$ cat src/rtl/normalize_shift_stage_if.sv
// Handshake bundle for the normalize shift stage: unnormalized beat in, normalized beat out.
// slave is the stage's view; master is the view of whatever drives and sinks it.
interface normalize_shift_stage_if #(
  parameter int WIDTH     = 32,
  parameter int CNT_WIDTH = 6,
  parameter int EXP_WIDTH = 10
);
  logic                 in_valid;
  logic                 in_ready;
  logic [WIDTH-1:0]     in_significand;
  logic [EXP_WIDTH-1:0] in_exponent;
  logic [CNT_WIDTH-1:0] in_lz_count;
  logic                 in_lz_zeros;

  logic                 out_valid;
  logic                 out_ready;
  logic [WIDTH-1:0]     out_significand;
  logic [EXP_WIDTH-1:0] out_exponent;
  logic                 out_zero;
  logic                 out_denormal;

  modport slave (
    input  in_valid, in_significand, in_exponent, in_lz_count, in_lz_zeros, out_ready,
    output in_ready, out_valid, out_significand, out_exponent, out_zero, out_denormal
  );

  modport master (
    output in_valid, in_significand, in_exponent, in_lz_count, in_lz_zeros, out_ready,
    input  in_ready, out_valid, out_significand, out_exponent, out_zero, out_denormal
  );
endinterface

$ cat src/rtl/normalize_shift_stage.sv
// Normalize shift: S1 picks shift/exponent (zero, normal, exponent-limited), S2 left-shifts; latency 2.
// Backpressure: two-entry skid chain; out_ready low stalls S2, then S1, then drops in_ready.
module normalize_shift_stage #(
  parameter int WIDTH     = 32,
  parameter int CNT_WIDTH = 6,
  parameter int EXP_WIDTH = 10
) (
  input logic                    clk,
  input logic                    reset,
  normalize_shift_stage_if.slave bus
);
  localparam int AW = (EXP_WIDTH > CNT_WIDTH) ? EXP_WIDTH : CNT_WIDTH;

  logic                 s1_valid;
  logic [WIDTH-1:0]     s1_significand;
  logic [CNT_WIDTH-1:0] s1_shift;
  logic [EXP_WIDTH-1:0] s1_exponent;
  logic                 s1_zero;
  logic                 s1_denormal;

  logic                 s2_valid;
  logic [WIDTH-1:0]     s2_significand;
  logic [EXP_WIDTH-1:0] s2_exponent;
  logic                 s2_zero;
  logic                 s2_denormal;

  logic                 s1_adv;
  logic                 s2_adv;

  logic [AW-1:0]        exp_ext;
  logic [AW-1:0]        lz_ext;
  logic [AW-1:0]        c_shift;
  logic [AW-1:0]        c_exponent;
  logic [WIDTH-1:0]     c_significand;
  logic                 c_zero;
  logic                 c_denormal;

  assign s2_adv = !s2_valid || bus.out_ready;
  assign s1_adv = !s1_valid || s2_adv;

  assign bus.in_ready        = s1_adv && !reset;
  assign bus.out_valid       = s2_valid && !reset;
  assign bus.out_significand = s2_significand;
  assign bus.out_exponent    = s2_exponent;
  assign bus.out_zero        = s2_zero;
  assign bus.out_denormal    = s2_denormal;

  assign exp_ext = AW'(bus.in_exponent);
  assign lz_ext  = AW'(bus.in_lz_count);

  // Shift is bounded by the exponent so the result never drops below the smallest exponent.
  always_comb begin
    c_shift       = '0;
    c_exponent    = '0;
    c_significand = bus.in_significand;
    c_zero        = 1'b0;
    c_denormal    = 1'b0;
    if (bus.in_lz_zeros) begin
      c_zero        = 1'b1;
      c_significand = '0;
    end else if (exp_ext == '0) begin
      c_denormal = 1'b1;
    end else if (exp_ext > lz_ext) begin
      c_shift    = lz_ext;
      c_exponent = exp_ext - lz_ext;
    end else begin
      c_shift    = exp_ext - AW'(1);
      c_denormal = 1'b1;
    end
    if (c_shift > AW'(WIDTH - 1)) begin
      c_shift = AW'(WIDTH - 1);
    end
  end

  always_ff @(posedge clk) begin
    if (reset) begin
      s1_valid       <= 1'b0;
      s1_significand <= '0;
      s1_shift       <= '0;
      s1_exponent    <= '0;
      s1_zero        <= 1'b0;
      s1_denormal    <= 1'b0;
      s2_valid       <= 1'b0;
      s2_significand <= '0;
      s2_exponent    <= '0;
      s2_zero        <= 1'b0;
      s2_denormal    <= 1'b0;
    end else begin
      if (s1_adv) begin
        s1_valid <= bus.in_valid;
        if (bus.in_valid) begin
          s1_significand <= c_significand;
          s1_shift       <= CNT_WIDTH'(c_shift);
          s1_exponent    <= EXP_WIDTH'(c_exponent);
          s1_zero        <= c_zero;
          s1_denormal    <= c_denormal;
        end
      end
      if (s2_adv) begin
        s2_valid <= s1_valid;
        if (s1_valid) begin
          s2_significand <= s1_significand << s1_shift;
          s2_exponent    <= s1_exponent;
          s2_zero        <= s1_zero;
          s2_denormal    <= s1_denormal;
        end
      end
    end
  end
endmodule

$ cat src/flat_wrapper.sv
// flat-port wrapper written by rule: the top's interface ports become plain ports
module normalize_shift_stage_flat 
#(
  parameter int WIDTH     = 32,
  parameter int CNT_WIDTH = 6,
  parameter int EXP_WIDTH = 10
)
  (clk, reset, bus_in_valid, bus_in_significand, bus_in_exponent, bus_in_lz_count, bus_in_lz_zeros, bus_out_ready, bus_in_ready, bus_out_valid, bus_out_significand, bus_out_exponent, bus_out_zero, bus_out_denormal);
  normalize_shift_stage_if #(.WIDTH(WIDTH), .CNT_WIDTH(CNT_WIDTH), .EXP_WIDTH(EXP_WIDTH)) bus_i ();
  input logic clk;
  input logic reset;
  input wire logic [$bits(bus_i.in_valid)-1:0] bus_in_valid;
  input wire logic [$bits(bus_i.in_significand)-1:0] bus_in_significand;
  input wire logic [$bits(bus_i.in_exponent)-1:0] bus_in_exponent;
  input wire logic [$bits(bus_i.in_lz_count)-1:0] bus_in_lz_count;
  input wire logic [$bits(bus_i.in_lz_zeros)-1:0] bus_in_lz_zeros;
  input wire logic [$bits(bus_i.out_ready)-1:0] bus_out_ready;
  output wire logic [$bits(bus_i.in_ready)-1:0] bus_in_ready;
  output wire logic [$bits(bus_i.out_valid)-1:0] bus_out_valid;
  output wire logic [$bits(bus_i.out_significand)-1:0] bus_out_significand;
  output wire logic [$bits(bus_i.out_exponent)-1:0] bus_out_exponent;
  output wire logic [$bits(bus_i.out_zero)-1:0] bus_out_zero;
  output wire logic [$bits(bus_i.out_denormal)-1:0] bus_out_denormal;
  assign bus_i.in_valid = bus_in_valid;
  assign bus_i.in_significand = bus_in_significand;
  assign bus_i.in_exponent = bus_in_exponent;
  assign bus_i.in_lz_count = bus_in_lz_count;
  assign bus_i.in_lz_zeros = bus_in_lz_zeros;
  assign bus_i.out_ready = bus_out_ready;
  assign bus_in_ready = bus_i.in_ready;
  assign bus_out_valid = bus_i.out_valid;
  assign bus_out_significand = bus_i.out_significand;
  assign bus_out_exponent = bus_i.out_exponent;
  assign bus_out_zero = bus_i.out_zero;
  assign bus_out_denormal = bus_i.out_denormal;
  normalize_shift_stage #(.WIDTH(WIDTH), .CNT_WIDTH(CNT_WIDTH), .EXP_WIDTH(EXP_WIDTH)) u_core (.clk(clk), .reset(reset), .bus(bus_i));
endmodule
$ cat config.mk
export PLATFORM = sky130hd
export DESIGN_NAME = normalize_shift_stage_flat
export DESIGN_NICKNAME = d
export VERILOG_FILES = /design/src/rtl/normalize_shift_stage_if.sv /design/src/rtl/normalize_shift_stage.sv /design/src/flat_wrapper.sv
export SDC_FILE = /design/constraint.sdc
export NUM_CORES = 1
export LEC_CHECK = 0
export ABC_AREA = 1
export BUFFER_PORTS_ARGS = -buffer_cell sky130_fd_sc_hd__buf_2
export CAP_MARGIN = 0
export CORE_UTILIZATION = 61
export CTS_CLUSTER_SIZE = 12
export DETAILED_ROUTE_END_ITERATION = 10
export PLACE_DENSITY = 0.86
export SYNTH_ARGS = -nofsm -noshare
export SYNTH_HDL_FRONTEND = slang
export SYNTH_SLANG_ARGS = --single-unit
$ cat constraint.sdc
create_clock -name clk -period 2.8 [get_ports clk]
set_input_delay 0 -clock clk [delete_from_list [all_inputs] [get_ports clk]]
set_output_delay 0 -clock clk [all_outputs]
set_load 0.01 [all_outputs]
==> After elaboration in Yosys (flattened, before gate mapping) <==
Cells that the tools add are included.
{ "word_totals": {"reg_bits": 96, "input_bits": 53, "output_inout_bits": 46} }
{ "op_classes": {"addsub": 2, "order_cmp": 2, "shifts": 1, "n_mux": 12, "reduce_logical": 10} }
{ "op_table": {"columns": ["operator", "n"], "rows": [
  ["10-bit two-way mux", 6],
  ["32-bit two-way mux", 1],
  ["32-bit by 6-bit << shifter with 32-bit output", 1],
  ["10-bit by 5-bit greater-than comparator with 1-bit output (second input constant)", 1],
  ["10-bit by 6-bit greater-than comparator with 1-bit output", 1],
  ["10-bit logical NOT", 1],
  ["10-bit by 1-bit subtractor with 10-bit output (second input constant)", 1],
  ["10-bit by 6-bit subtractor with 10-bit output", 1],
  ["6-bit two-way mux", 1],
  ["1-bit two-way mux", 4],
  ["2-bit AND reduction", 2],
  ["1-bit logical NOT", 3],
  ["1-bit logical AND", 2],
  ["1-bit logical OR", 2]
]} }

==> Logic depth before layout (Yosys ltp) <==
{ "depth": {"word_depth": 6, "ltp_mapped": 14, "mapped_depth_nobuf": 14} }

==> Worst setup path before layout <==
OpenSTA, ideal clock, no wires.
{ "synth_timing": {"kind": "input-to-reg", "startpoint": "in bus_in_exponent[0]", "endpoint": "reg u_core.s1_exponent[7]", "arrival_time_ns": 1.463, "slack_ns": 1.209, "stages": 14, "path_cell_list": "inv_1 > ha_1 > inv_1 > fa_1 > nand3_1 > nand3_1 > nand2_1 > nand2_2 > nand2_4 > nand2_4 > nand3_4 > nor2_1 > nor2_1 > nor2_1"} }
{ "synth_via": {"elab_chain_len": 4} }
{ "synth_rtl": {"columns": ["element", "line", "text"], "rows": [
  ["from (decl)", "flat_wrapper.sv:14", "input wire logic [$bits(bus_i.in_exponent)-1:0] bus_in_exponent;"],
  ["10-bit by 6-bit subtractor with 10-bit output / 10-bit by 6-bit greater-than comparator with 1-bit output (equally long branches)", "normalize_shift_stage.sv:65, normalize_shift_stage.sv:63", null],
  ["10-bit two-way mux", "normalize_shift_stage.sv:63", "end else if (exp_ext > lz_ext) begin"],
  ["10-bit two-way mux (*)", "normalize_shift_stage.sv:61", "end else if (exp_ext == '0) begin"],
  ["10-bit two-way mux (*)", "normalize_shift_stage.sv:58", "if (bus.in_lz_zeros) begin"],
  ["to (signal assigned)", "normalize_shift_stage.sv:94", "s1_exponent <= EXP_WIDTH'(c_exponent);"],
  ["to (decl)", "normalize_shift_stage.sv:17", "logic [EXP_WIDTH-1:0] s1_exponent;"]
]} }
Every way passes the cells marked *; elsewhere a longest branch is shown, timed or not.
A chain may end at the register's enable or synchronous reset.

==> Final worst setup path <==
{ "layout_timing": {"startpoint": "reg u_core.s1_valid", "endpoint": "reg u_core.s2_significand[16], in the netlist u_core.bus.out_significand[16]"} }
{ "layout_via": {"elab_chain_len": 1} }
{ "layout_rtl": {"columns": ["element", "line", "text"], "rows": [
  ["from (decl)", "normalize_shift_stage.sv:14", "logic s1_valid;"],
  ["from (signal assigned)", "normalize_shift_stage.sv:90", "s1_valid <= bus.in_valid;"],
  ["2-bit AND reduction (no line)", null, null],
  ["to (signal assigned)", "normalize_shift_stage.sv:102", "s2_significand <= s1_significand << s1_shift;"],
  ["to (decl)", "normalize_shift_stage.sv:22", "logic [WIDTH-1:0] s2_significand;"]
]} }
Every way passes these cells.

==> run summary <==
- **post_cts resized** 0
- **CP Cell Sequence** inv_1 > a21oi_4 > inv_1 > a22oi_1 > a21oi_1
- **cell area after synthesis** 0.005713 mm2
- **vias post-DR** 6295
- **final number of setup-violating endpoints** 0
- **cell type contributing the most total cell area after synthesis** sky130_fd_sc_hd__dfxtp_1
- **portion of the post-synthesis area used by sequential elements** 0.3364
- **library cells used by synthesis** 35
- **leading cell type in the layout, fill and taps excluded** sky130_fd_sc_hd__nand2_1
- **launching point of the worst reg2reg path** u_core.s1_valid
- **Synth-to-Final Area Change** 17.19%
- **count of state elements after synthesis** 96
- **count of input and output buffers** 98
- **share of Yosys cell area claimed by the top area cell type** 0.3364
- **Worst R2R End** u_core.bus.out_significand[16]
- **worst endpoint data arrival time** 2.24 ns
- **Design Area, Final** 0.006695 mm2
- **final worst path period need** 2.005 ns
- **global-route wire length before repair** 27.12 mm
- **area of the placeable core** 0.008891 mm2
- **final setup TNS** 0 ns
- **clock tree from TritonCTS** yes
- **Die Footprint** 0.009757 mm2
- **maximum number of pins on one net before global-route repair** 50
- **initial cell density of the core** 0.6426
- **Num CTS Buffers** 9
- **Iteration-0 DRC Markers** 508
- **drt pass-1 iters** 8
- **total cell area at the placement stage** 0.006160 mm2
- **worst max-slew margin expressed relative to the limit** 0.2199
- **total wire length** 16.39 mm
- **pwr/cell area** 471.6 mW/mm2
- **number of nets still failing antenna checks after routing** 0
- **flop2flop setup slack** 0.79 ns
- **buffer and inverter count on the worst path** 2
- **type of element capturing the critical path** flop
- **average cell area after synthesis** 6.507 um2
- **count of antenna diodes in the layout** 0
- **max-capacitance violation count** 0
- **power after layout** 3.158 mW
- **proportion of synthesized flip-flops having asynchronous set or reset** 0
- **peak fanout along the critical path** 40
- **synth warn** 0
- **Worst path top cell family by delay** compound AO/OA/AOI/OAI gates
- **routed vias/inst** 5.775
- **worst-case vdd ir drop** 0.3125 mV
- **Final HPWL DP** 11.57 mm
- **period utilization** 0.7162
- **top area cells in the synthesized netlist** sky130_fd_sc_hd__dfxtp_1 (34%), sky130_fd_sc_hd__nand3_1 (16%), sky130_fd_sc_hd__nand2_1 (15%)
- **Post-CTS Setup Inserts** 0
- **Cells after Synth** 878
- **depth of the CTS H-tree** 3
- **most used cell along the critical path** sky130_fd_sc_hd__inv_1
- **clock insertion delay at the later pin of the skew report** 0.37 ns
- **Crit-path slowest cell** sky130_fd_sc_hd__inv_1
- **cell total after placement** 1039
- **HP Start** bus_in_exponent[0]
- **num rows** 34
- **number of antenna violations at the first check in global routing** 0
- **global router's overall resource usage** 0.3469
- **fraction of layout instances using a drive strength above 1** 0.1527
- **post-detailed-route wirelength per cell** 15.04 um
- **number of flops mapped to enable cells by yosys** 0
- **hold-critical path depth** 6
- **net count after synthesis** 940
- **max incr delay on CP** 0.62 ns
- **critical setup path kind** flop to flop
- **Die X-Extent** 98.78 um
- **maximum achievable frequency** 498.7 MHz
- **clock root buffer master** sky130_fd_sc_hd__clkbuf_8
- **number of remaining DRC errors** 0
- **GPL Wtd Cong** 0.9387
- **endpoint required time on the critical path** 3.03 ns
- **clock-pin slew reported for the worst setup and hold paths after clock tree synthesis** 0.11 ns
- **leakage power** 3.012 nW
- **number of global-route vias before repair** 5821
- **class of the tightest hold or removal check** input pin to flop
- **Post-Route Skew** 0.01575 ns
- **Main synth FF type** sky130_fd_sc_hd__dfxtp_1
- **layout net count** 1039
- **Worst Setup Start Kind** flop
- **leading cell types in the layout, fill and taps excluded** sky130_fd_sc_hd__nand2_1 (223), sky130_fd_sc_hd__nand3_1 (181), sky130_fd_sc_hd__buf_2 (98)
- **number of pins exceeding their max-slew limit in the final report** 0
- **worst-case reg-to-reg path depth** 5
- **Tightest Pin Transition** 1.169 ns
- **clock sink count** 96
- **Top-Level Pins** 99
- **hold violation total from the final report** 0
- **remaining global-route overflow** 0
- **setup repair after global routing missed its margin** no
- **deepest clock path buffer count** 2
- **die height** 98.78 um
- **WHS Endpoint** u_core.s1_shift[0]
- **Final Non-Filler Cells** 1090
- **outcome** completed
tightest hold or removal path, delay by kind of cell:
kind	cells	cell delay [ns]
simple gates	4	0.27
buf+inv	2	0.12
Yosys cell counts (3+ instances only):
| library cell | number |
|---|---|
| sky130_fd_sc_hd__nor2_4 | 4 |
| sky130_fd_sc_hd__nand3_1 | 181 |
| sky130_fd_sc_hd__o211ai_2 | 4 |
| sky130_fd_sc_hd__nand4_1 | 6 |
| sky130_fd_sc_hd__buf_6 | 5 |
| sky130_fd_sc_hd__buf_2 | 22 |
| sky130_fd_sc_hd__dfxtp_1 | 96 |
| sky130_fd_sc_hd__xor2_1 | 7 |
| sky130_fd_sc_hd__nor2_1 | 62 |
| sky130_fd_sc_hd__inv_1 | 74 |
| sky130_fd_sc_hd__o211ai_1 | 32 |
| sky130_fd_sc_hd__a21oi_1 | 71 |
| sky130_fd_sc_hd__buf_1 | 8 |
| sky130_fd_sc_hd__ha_1 | 8 |
| sky130_fd_sc_hd__o21ai_0 | 20 |
| sky130_fd_sc_hd__clkbuf_1 | 21 |
| sky130_fd_sc_hd__inv_2 | 3 |
| sky130_fd_sc_hd__nand2_1 | 223 |
| sky130_fd_sc_hd__a22oi_1 | 7 |
| sky130_fd_sc_hd__xnor2_1 | 3 |
worst max-delay path by stage:
stage	start	to	slack, ns	cells past startpoint
after CTS	u_core.s1_valid	u_core.bus.out_significand[16]	0.80	5
final	u_core.s1_valid	u_core.bus.out_significand[16]	0.79	5
after detailed placement	u_core.s1_valid	u_core.bus.out_significand[16]	0.82	5
after floorplan	bus_in_exponent[0]	u_core.s1_exponent[7]	1.21	14
after global routing	u_core.s1_valid	u_core.bus.out_significand[16]	0.60	5
after global placement	bus_in_exponent[0]	u_core.s1_exponent[7]	0.93	15
final cells by class:
type | instances | area [um2]
flip-flops and latches | 96 | 1923
well taps | 108 | 135.1
repair buffers | 145 | 943.4
inverters | 77 | 289.0
fillers | 741 | 2196
clock buffers | 9 | 123.9
clock inverters | 7 | 61.31
multi-input cells | 648 | 3219
report_power, final:
group | total [mW] | switching, mW | internal [mW]
clock network | 0.880 | 0.538 | 0.342
registers | 1.49 | 0.0528 | 1.43
logic | 0.791 | 0.499 | 0.291
logic make-up (layout without fill, tap and decap cells):
kind of cell,after synthesis,count (layout),share of synthesized area
XOR/XNOR,10,10,0.01533
flip-flops,96,96,0.3364
buffers and inverters,134,238,0.1001
AND/OR/NAND/NOR,489,489,0.3784
AO/OA/AOI/OAI,140,140,0.1487
adder cells (fa/ha/maj),9,9,0.02103
flip-flops by register name (all words and copies together), names as in the netlist:
| register | flops |
|---|---|
| u_core.bus.out_significand | 32 |
| u_core.s1_significand | 32 |
| u_core.bus.out_exponent | 10 |
| u_core.s1_exponent | 10 |
| u_core.s1_shift | 6 |
| u_core.bus.out_denormal | 1 |
| u_core.bus.out_zero | 1 |
| u_core.s1_denormal | 1 |
| u_core.s1_valid | 1 |
| u_core.s1_zero | 1 |
| u_core.s2_valid | 1 |
routing by layer:
| metal | vias to the layer above | routed length [um] | track usage |
|---|---|---|---|
| li1 | 3112 | - | - |
| met1 | 2860 | 6574 | 0.4020 |
| met2 | 266 | 8279 | 0.6251 |
| met3 | 57 | 891 | 0.05035 |
| met4 | 0 | 648 | 0.1688 |
| met5 | - | 0 | 0 |
stage by stage:
| step | hold slack (ns) | setup slack (ns) | utilization |
|---|---|---|---|
| final | 0.05726 | 0.7946 | 0.7530 |
| after global routing | 0.08972 | 0.5970 | 0.7530 |
| after CTS | 0.04721 | 0.7977 | 0.7530 |
| after detailed placement | 0.2546 | 0.8170 | 0.6928 |
| after global placement | 0.2493 | 0.9297 | 0.6928 |
| after floorplan | 0.1433 | 1.209 | - |
repair_timing:
action                     4_1_cts  5_1_grt
hold endpoints to repair        35        0
hold buffers                    35        0
setup endpoints to repair        0        0
(Power assumes the default switching activity.)
